===== src/rtl/efuse_prog_sequencer_if.sv =====
// ============================================================================
// Module  : efuse_prog_sequencer_if
// Purpose : Slow-control request and eFuse-controller signals for the sequencer
// Revision: 1.0
// ============================================================================
`default_nettype none

interface efuse_prog_sequencer_if;
  logic        req_prog;
  logic        req_read;
  logic [31:0] unlock_key;
  logic [31:0] prog_data;
  logic [3:0]  tckhp_cfg;
  logic [31:0] efuse_q;
  logic        ctrl_csb;
  logic        ctrl_short;
  logic        start;
  logic [1:0]  mode;
  logic [31:0] prog;
  logic [3:0]  TCKHP;
  logic        busy;
  logic        done;
  logic [1:0]  err;
  logic [31:0] rd_data;
  logic        prog_locked;

  modport master (
    output req_prog, req_read, unlock_key, prog_data, tckhp_cfg,
           efuse_q, ctrl_csb, ctrl_short,
    input  start, mode, prog, TCKHP, busy, done, err, rd_data, prog_locked
  );

  modport slave (
    input  req_prog, req_read, unlock_key, prog_data, tckhp_cfg,
           efuse_q, ctrl_csb, ctrl_short,
    output start, mode, prog, TCKHP, busy, done, err, rd_data, prog_locked
  );
endinterface

`default_nettype wire


===== src/rtl/efuse_prog_sequencer.sv =====
// ============================================================================
// Module  : efuse_prog_sequencer
// Purpose : Key-protected one-shot program / read front-end for the eFuse controller
// Revision: 1.0
// ============================================================================
`default_nettype none

module efuse_prog_sequencer #(
  parameter logic [31:0] KEY        = 32'hE5F0_C0DE,
  parameter int          START_HOLD = 16,
  parameter int          RD_WINDOW  = 64,
  parameter int          TIMEOUT    = 4096
) (
  input  logic                  clk,
  input  logic                  rst,
  efuse_prog_sequencer_if.slave bus
);

  localparam logic [15:0] c_HOLD_LAST  = 16'(START_HOLD - 1);
  localparam logic [15:0] c_RD_LAST    = 16'(RD_WINDOW - 1);
  localparam logic [15:0] c_RDEND_LAST = 16'd1;
  localparam logic [15:0] c_TIMEOUT    = 16'(TIMEOUT);

  typedef enum logic [2:0] {
    S_IDLE       = 3'd0,
    S_WR_HOLD    = 3'd1,
    S_WR_CSB_LO  = 3'd2,
    S_WR_CSB_HI  = 3'd3,
    S_WR_PWR_OFF = 3'd4,
    S_RD_HOLD    = 3'd5,
    S_RD_END     = 3'd6,
    S_DONE       = 3'd7
  } state_t;

  state_t      r_state;
  logic [15:0] r_cnt;
  logic        r_start;
  logic [1:0]  r_mode;
  logic [31:0] r_prog;
  logic [3:0]  r_tckhp;
  logic        r_busy;
  logic        r_done;
  logic [1:0]  r_err;
  logic [31:0] r_rd_data;
  logic        r_locked;

  logic        w_key_ok;
  logic        w_timeout;

  assign w_key_ok  = (bus.unlock_key == KEY) && (bus.prog_data != 32'h0);
  assign w_timeout = (r_cnt == c_TIMEOUT);

  always_ff @(posedge clk or negedge rst) begin
    if (!rst) begin
      r_state   <= S_IDLE;
      r_cnt     <= 16'h0;
      r_start   <= 1'b0;
      r_mode    <= 2'b00;
      r_prog    <= 32'h0;
      r_tckhp   <= 4'd4;
      r_busy    <= 1'b0;
      r_done    <= 1'b0;
      r_err     <= 2'b00;
      r_rd_data <= 32'h0;
      r_locked  <= 1'b0;
    end else begin
      r_done <= 1'b0;
      case (r_state)
        S_IDLE: begin
          if (bus.req_prog && bus.req_read) begin
            r_err <= 2'b11;
          end else if (bus.req_prog) begin
            if (r_locked) begin
              r_err <= 2'b11;
            end else if (!w_key_ok) begin
              r_err <= 2'b01;
            end else begin
              r_err   <= 2'b00;
              r_prog  <= bus.prog_data;
              r_tckhp <= bus.tckhp_cfg;
              r_start <= 1'b1;
              r_mode  <= 2'b01;
              r_busy  <= 1'b1;
              r_cnt   <= 16'h0;
              r_state <= S_WR_HOLD;
            end
          end else if (bus.req_read) begin
            r_err   <= 2'b00;
            r_tckhp <= bus.tckhp_cfg;
            r_start <= 1'b0;
            r_mode  <= 2'b10;
            r_busy  <= 1'b1;
            r_cnt   <= 16'h0;
            r_state <= S_RD_HOLD;
          end
        end

        S_WR_HOLD: begin
          if (r_cnt == c_HOLD_LAST) begin
            r_cnt   <= 16'h0;
            r_state <= S_WR_CSB_LO;
          end else begin
            r_cnt <= r_cnt + 16'd1;
          end
        end

        // A controller edge always wins over a timeout landing in the same cycle.
        S_WR_CSB_LO: begin
          if (!bus.ctrl_csb) begin
            r_start <= 1'b0;
            r_mode  <= 2'b00;
            r_cnt   <= 16'h0;
            r_state <= S_WR_CSB_HI;
          end else if (w_timeout) begin
            r_err   <= 2'b10;
            r_start <= 1'b0;
            r_mode  <= 2'b00;
            r_busy  <= 1'b0;
            r_cnt   <= 16'h0;
            r_state <= S_IDLE;
          end else begin
            r_cnt <= r_cnt + 16'd1;
          end
        end

        S_WR_CSB_HI: begin
          if (bus.ctrl_csb) begin
            r_cnt   <= 16'h0;
            r_state <= S_WR_PWR_OFF;
          end else if (w_timeout) begin
            r_err   <= 2'b10;
            r_busy  <= 1'b0;
            r_cnt   <= 16'h0;
            r_state <= S_IDLE;
          end else begin
            r_cnt <= r_cnt + 16'd1;
          end
        end

        S_WR_PWR_OFF: begin
          if (bus.ctrl_short) begin
            r_locked <= 1'b1;
            r_done   <= 1'b1;
            r_busy   <= 1'b0;
            r_cnt    <= 16'h0;
            r_state  <= S_DONE;
          end else if (w_timeout) begin
            r_err   <= 2'b10;
            r_busy  <= 1'b0;
            r_cnt   <= 16'h0;
            r_state <= S_IDLE;
          end else begin
            r_cnt <= r_cnt + 16'd1;
          end
        end

        S_RD_HOLD: begin
          if (r_cnt == c_RD_LAST) begin
            r_rd_data <= bus.efuse_q;
            r_mode    <= 2'b00;
            r_cnt     <= 16'h0;
            r_state   <= S_RD_END;
          end else begin
            r_cnt <= r_cnt + 16'd1;
          end
        end

        S_RD_END: begin
          if (bus.ctrl_csb || (r_cnt == c_RDEND_LAST)) begin
            r_done  <= 1'b1;
            r_busy  <= 1'b0;
            r_cnt   <= 16'h0;
            r_state <= S_DONE;
          end else begin
            r_cnt <= r_cnt + 16'd1;
          end
        end

        S_DONE: begin
          r_cnt   <= 16'h0;
          r_state <= S_IDLE;
        end

        default: begin
          r_state <= S_IDLE;
        end
      endcase
    end
  end

  assign bus.start       = r_start;
  assign bus.mode        = r_mode;
  assign bus.prog        = r_prog;
  assign bus.TCKHP       = r_tckhp;
  assign bus.busy        = r_busy;
  assign bus.done        = r_done;
  assign bus.err         = r_err;
  assign bus.rd_data     = r_rd_data;
  assign bus.prog_locked = r_locked;

endmodule

`default_nettype wire


===== src/flat_wrapper.sv =====
// flat-port wrapper written by rule: the top's interface ports become plain ports
module efuse_prog_sequencer_flat 
#(
  parameter logic [31:0] KEY        = 32'hE5F0_C0DE,
  parameter int          START_HOLD = 16,
  parameter int          RD_WINDOW  = 64,
  parameter int          TIMEOUT    = 4096
)
  (clk, rst, bus_req_prog, bus_req_read, bus_unlock_key, bus_prog_data, bus_tckhp_cfg, bus_efuse_q, bus_ctrl_csb, bus_ctrl_short, bus_start, bus_mode, bus_prog, bus_TCKHP, bus_busy, bus_done, bus_err, bus_rd_data, bus_prog_locked);
  efuse_prog_sequencer_if bus_i ();
  input  logic clk;
  input  logic rst;
  input wire logic [$bits(bus_i.req_prog)-1:0] bus_req_prog;
  input wire logic [$bits(bus_i.req_read)-1:0] bus_req_read;
  input wire logic [$bits(bus_i.unlock_key)-1:0] bus_unlock_key;
  input wire logic [$bits(bus_i.prog_data)-1:0] bus_prog_data;
  input wire logic [$bits(bus_i.tckhp_cfg)-1:0] bus_tckhp_cfg;
  input wire logic [$bits(bus_i.efuse_q)-1:0] bus_efuse_q;
  input wire logic [$bits(bus_i.ctrl_csb)-1:0] bus_ctrl_csb;
  input wire logic [$bits(bus_i.ctrl_short)-1:0] bus_ctrl_short;
  output wire logic [$bits(bus_i.start)-1:0] bus_start;
  output wire logic [$bits(bus_i.mode)-1:0] bus_mode;
  output wire logic [$bits(bus_i.prog)-1:0] bus_prog;
  output wire logic [$bits(bus_i.TCKHP)-1:0] bus_TCKHP;
  output wire logic [$bits(bus_i.busy)-1:0] bus_busy;
  output wire logic [$bits(bus_i.done)-1:0] bus_done;
  output wire logic [$bits(bus_i.err)-1:0] bus_err;
  output wire logic [$bits(bus_i.rd_data)-1:0] bus_rd_data;
  output wire logic [$bits(bus_i.prog_locked)-1:0] bus_prog_locked;
  assign bus_i.req_prog = bus_req_prog;
  assign bus_i.req_read = bus_req_read;
  assign bus_i.unlock_key = bus_unlock_key;
  assign bus_i.prog_data = bus_prog_data;
  assign bus_i.tckhp_cfg = bus_tckhp_cfg;
  assign bus_i.efuse_q = bus_efuse_q;
  assign bus_i.ctrl_csb = bus_ctrl_csb;
  assign bus_i.ctrl_short = bus_ctrl_short;
  assign bus_start = bus_i.start;
  assign bus_mode = bus_i.mode;
  assign bus_prog = bus_i.prog;
  assign bus_TCKHP = bus_i.TCKHP;
  assign bus_busy = bus_i.busy;
  assign bus_done = bus_i.done;
  assign bus_err = bus_i.err;
  assign bus_rd_data = bus_i.rd_data;
  assign bus_prog_locked = bus_i.prog_locked;
  efuse_prog_sequencer #(.KEY(KEY), .START_HOLD(START_HOLD), .RD_WINDOW(RD_WINDOW), .TIMEOUT(TIMEOUT)) u_core (.clk(clk), .rst(rst), .bus(bus_i));
endmodule

===== config.mk =====
export PLATFORM = sky130hd
export DESIGN_NAME = efuse_prog_sequencer_flat
export DESIGN_NICKNAME = d
export VERILOG_FILES = /design/src/rtl/efuse_prog_sequencer_if.sv /design/src/rtl/efuse_prog_sequencer.sv /design/src/flat_wrapper.sv
export SDC_FILE = /design/constraint.sdc
export NUM_CORES = 1
export LEC_CHECK = 0
export ABC_AREA = 1
export CORE_MARGIN = 2
export CORE_UTILIZATION = 49
export DETAILED_ROUTE_END_ITERATION = 10
export HOLD_SLACK_MARGIN = 0.12
export PLACE_DENSITY_LB_ADDON = 0.08
export RECOVER_POWER = 50
export SYNTH_ARGS = -nofsm -noshare
export SYNTH_HDL_FRONTEND = slang
export SYNTH_SLANG_ARGS = --single-unit

===== constraint.sdc =====
create_clock -name clk -period 3.4 [get_ports clk]
set_input_delay 0.51 -clock clk [delete_from_list [all_inputs] [get_ports clk]]
set_output_delay 0.51 -clock clk [all_outputs]
set_load 0.03 [all_outputs]

==> flow_summary_export.csv <==
group,metric,value,unit
synth,synth_cell_types,38,
worst_setup_path,start_kind,"input pin",
finish,drive_above_1_share,0.0861,
finish,syn2layout_area_growth,39.5,%
power,clock_power_share,0.249,
hold_path,min_path_type,"reg2reg",
power,power,4310,uW
detailed_routing,drt_first_pass_iters,5,
sta,min_period_over_period,0.701,
power,power_density,559,mW/mm^2
detailed_routing,detail_route.wl_per_cell,15.6,um
finish,fin_util,0.706,
sta,max_slew.worst_pin.slew,2150,ps
placed_design,dp_slack,641,ps
power,p_sw_frac,0.421,
synth,postSynthAreaPerCell,7.60,sq um
global_route,grt_use_total,0.282,
worst_setup_path,worstSetupPathType,"in2reg",
cts,cts_tree,"yes",
detailed_routing,viasPerCell,5.28,
synth,ys_ff_latch,95,
power,intPower,2500,uW
hold_path,worstHoldStart,"u_core.bus.rd_data[30]",
worst_setup_path,r2r-start,"u_core.r_state[1]",
placed_design,post-dp-hpwl,12300,um
worst_setup_path,critPathMaxFanout,37,
floorplan,core-area,0.0109,sq mm
cts,clock_latency,350,ps
finish,n_antenna_cell,0,
worst_setup_path,crit_start,"bus_req_prog",
worst_setup_path,required,3630,ps
finish,n_fill_cell,899,
hold_path,hold_end,"u_core.bus.rd_data[30]",
sta,rsz0062_at_grt,"false",
global_route,grt_pass1_vias,5633,
synth,netlist_area,0.00553,sq mm
floorplan,io_pins,182,
floorplan,start_util,0.506,
power,irDropWorstVdd,0.364,mV
status,outcome,"finished with violations",
cts,cts_resized,0,
detailed_routing,routed_wl,16400,um
power,power.leakage,0.00382,uW
cts,cts.root.buffer_cell,"clkbuf_16",
synth,synthArstFlopShare,1.00,
detailed_routing,drc,0,
power,share_seq_of_total_power,0.344,
cts,cts.path.max_buffers,2,
cts,clkSlewWorstSetupHoldPaths,70,ps
power,power_switching,1820,uW
placed_design,io_buffers,181,
detailed_routing,vias,5527,
worst_setup_path,r2r_setup_slack,1130,ps
synth,synth_seq_area_share,0.430,
synth,synth_cells,728,
global_route,grt-ovfl-total,0,
status,violations,"max-capacitance violations, max-slew violations",
sta,setup_ws,1020,ps
floorplan,die_x,110,um
sta,tns,0,ps
sta,finClkSkew,6.54,ps
sta,fmax,0.420,GHz
worst_setup_path,rr_worst_depth,6,
sta,drv_slew,86,
cts,htree_levels,3,
synth,syn_nets,837,
floorplan,dieArea,0.0122,sq mm
global_route,grt_pass1_wl,26300,um
floorplan,die_h,110,um
worst_setup_path,cp-end-kind,"flop",
synth,synth_ff_type,"dfrtp_1",
job,maxCapViolCount,1,
worst_setup_path,cp.arrival,2610,ps
finish,finish.net_count,1010,
sta,period_minus_slack,2380,ps
sta,setup_violations,0,
power,combPwrFrac,0.407,
global_route,antenna_found_initial,0,
placed_design,place.gp.congestion,0.980,
sta,hold_violations,0,
cts,post_cts_buffers,0,
hold_path,min_path_cells,1,
synth,synth_edf_count,0,
cts,cts_sinks,95,
cts,hold_buffers,0,
sta,max_slew_margin,-0.437,
synth,ys_warn_count,0,
detailed_routing,drtIter0Drc,396,
global_route,grt_max_degree,86,
detailed_routing,ant_nets,0,
worst_setup_path,r2r-end,"u_core.bus.rd_data[21]",
floorplan,placementRows,38,
cts,cts-buffers-inserted,9,
## power groups by stage
| stage | sequential [uW] | combinational [uW] | clock, uW |
|---|---|---|---|
| 6_report | 1480 | 1760 | 1070 |
| 5_1_grt | 1500 | 1960 | 1140 |
| 4_1_cts | 1480 | 1750 | 1090 |
| 3_5_place_dp | 1490 | 1740 | 0 |
| 3_3_place_gp | 1480 | 1720 | 0 |
| 2_1_floorplan | 1550 | 1110 | 0 |
## through the flow
stage | hold slack, ps | cell area [sq um] | instances
floorplan | 214 | 5530 | 728
global route | 491 | 7720 | 1046
detailed placement | 473 | 7420 | 1030
global placement | 466 | 7420 | 1030
CTS | 407 | 7730 | 1046
finish | 483 | 7720 | 1046
## cell usage after synthesis (2+ instances only)
cell	count	area, sq um
nand3_2	3	30.0
nor3_1	11	55.1
a21oi_1	9	45.0
nand4_1	30	188
o21ai_1	32	160
nor2_4	4	45.0
buf_6	4	45.0
nand2_1	203	762
inv_1	78	293
buf_2	15	75.1
nor2_2	10	62.6
buf_4	3	22.5
o21bai_1	2	15.0
dfrtp_1	94	2350
nand2_2	3	18.8
xor2_1	3	26.3
mux2_2	28	315
o21bai_2	2	22.5
mux2_1	4	45.0
ha_1	3	37.5
o31ai_1	2	15.0
nor2_1	76	285
inv_2	2	7.51
o21ai_0	32	160
nand3_1	62	310
## final cells by class
cell class,count,area (sq um),share of cell area
tap,140,175,0.0227
inverter,81,307,0.0397
timing repair buffer,186,1850,0.240
sequential,95,2380,0.308
multi-input combinational,528,2700,0.349
clock inverter,6,73.8,0.00956
clock buffer,10,239,0.0310
## cell families after synthesis
kind of cell               count (synthesis)  share of synthesized area
buffers and inverters                    105                     0.0825
xor gates and xnor gates                   3                    0.00475
AOI/OAI and AO/OA                         83                     0.0805
DFF                                       95                      0.430
adders and majority gates                  3                    0.00678
and+or+nand+nor                          407                      0.330
muxes                                     32                     0.0651
## worst max path at each step
stage | cells past startpoint | slack, ps | end
final | 7 | 1020 | u_core.bus.prog[15]
after global routing | 7 | 860 | u_core.bus.prog[29]
after CTS | 7 | 1000 | u_core.bus.prog[15]
after detailed placement | 7 | 640 | u_core.bus.prog[15]
after global placement | 7 | 670 | u_core.bus.prog[29]
after floorplan | 7 | 1710 | u_core.bus.rd_data[10]
## per-layer routing
layer | vias to the layer above | wire length (um) | track usage
met4 | 0 | 351 | 0.106
li1 | 2724 | - | -
met1 | 2556 | 6120 | 0.313
met5 | - | 0 | 0
met3 | 26 | 1430 | 0.0770
met2 | 221 | 8450 | 0.513
## worst max-delay path: stages
cell	delay (ps)
clkdlybuf4s50_1	540
inv_1	130
nor4_2	320
nand3_2	570
buf_12	390
nand2_1	70
o21ai_1	70
## state kept, by name, summed over array words and instances, names as in the netlist
signal / cells
u_core.bus.busy: 1
u_core.bus.start: 1
u_core.bus.prog_locked: 1
u_core.r_state: 3
u_core.r_cnt: 16
u_core.bus.rd_data: 32
u_core.bus.mode: 2
u_core.bus.prog: 32
u_core.bus.err: 2
u_core.bus.done: 1
u_core.bus.TCKHP: 4
## cells in the final DEF (no fill, tap or decap), drive strengths merged, types with 2 or more instances in the layout
cell type	instances
clkdlybuf4s50	143
a21oi	9
dlygate4sd3	37
ha	3
mux2	32
clkbuf	13
dfrtp	94
nand4	30
inv	84
o21ai	64
o31ai	2
buf	3
xor2	3
o21bai	4
nand3	65
nor3	11
nand2	207
nor2	91
Note: power is estimated with default switching activity, not from simulation.
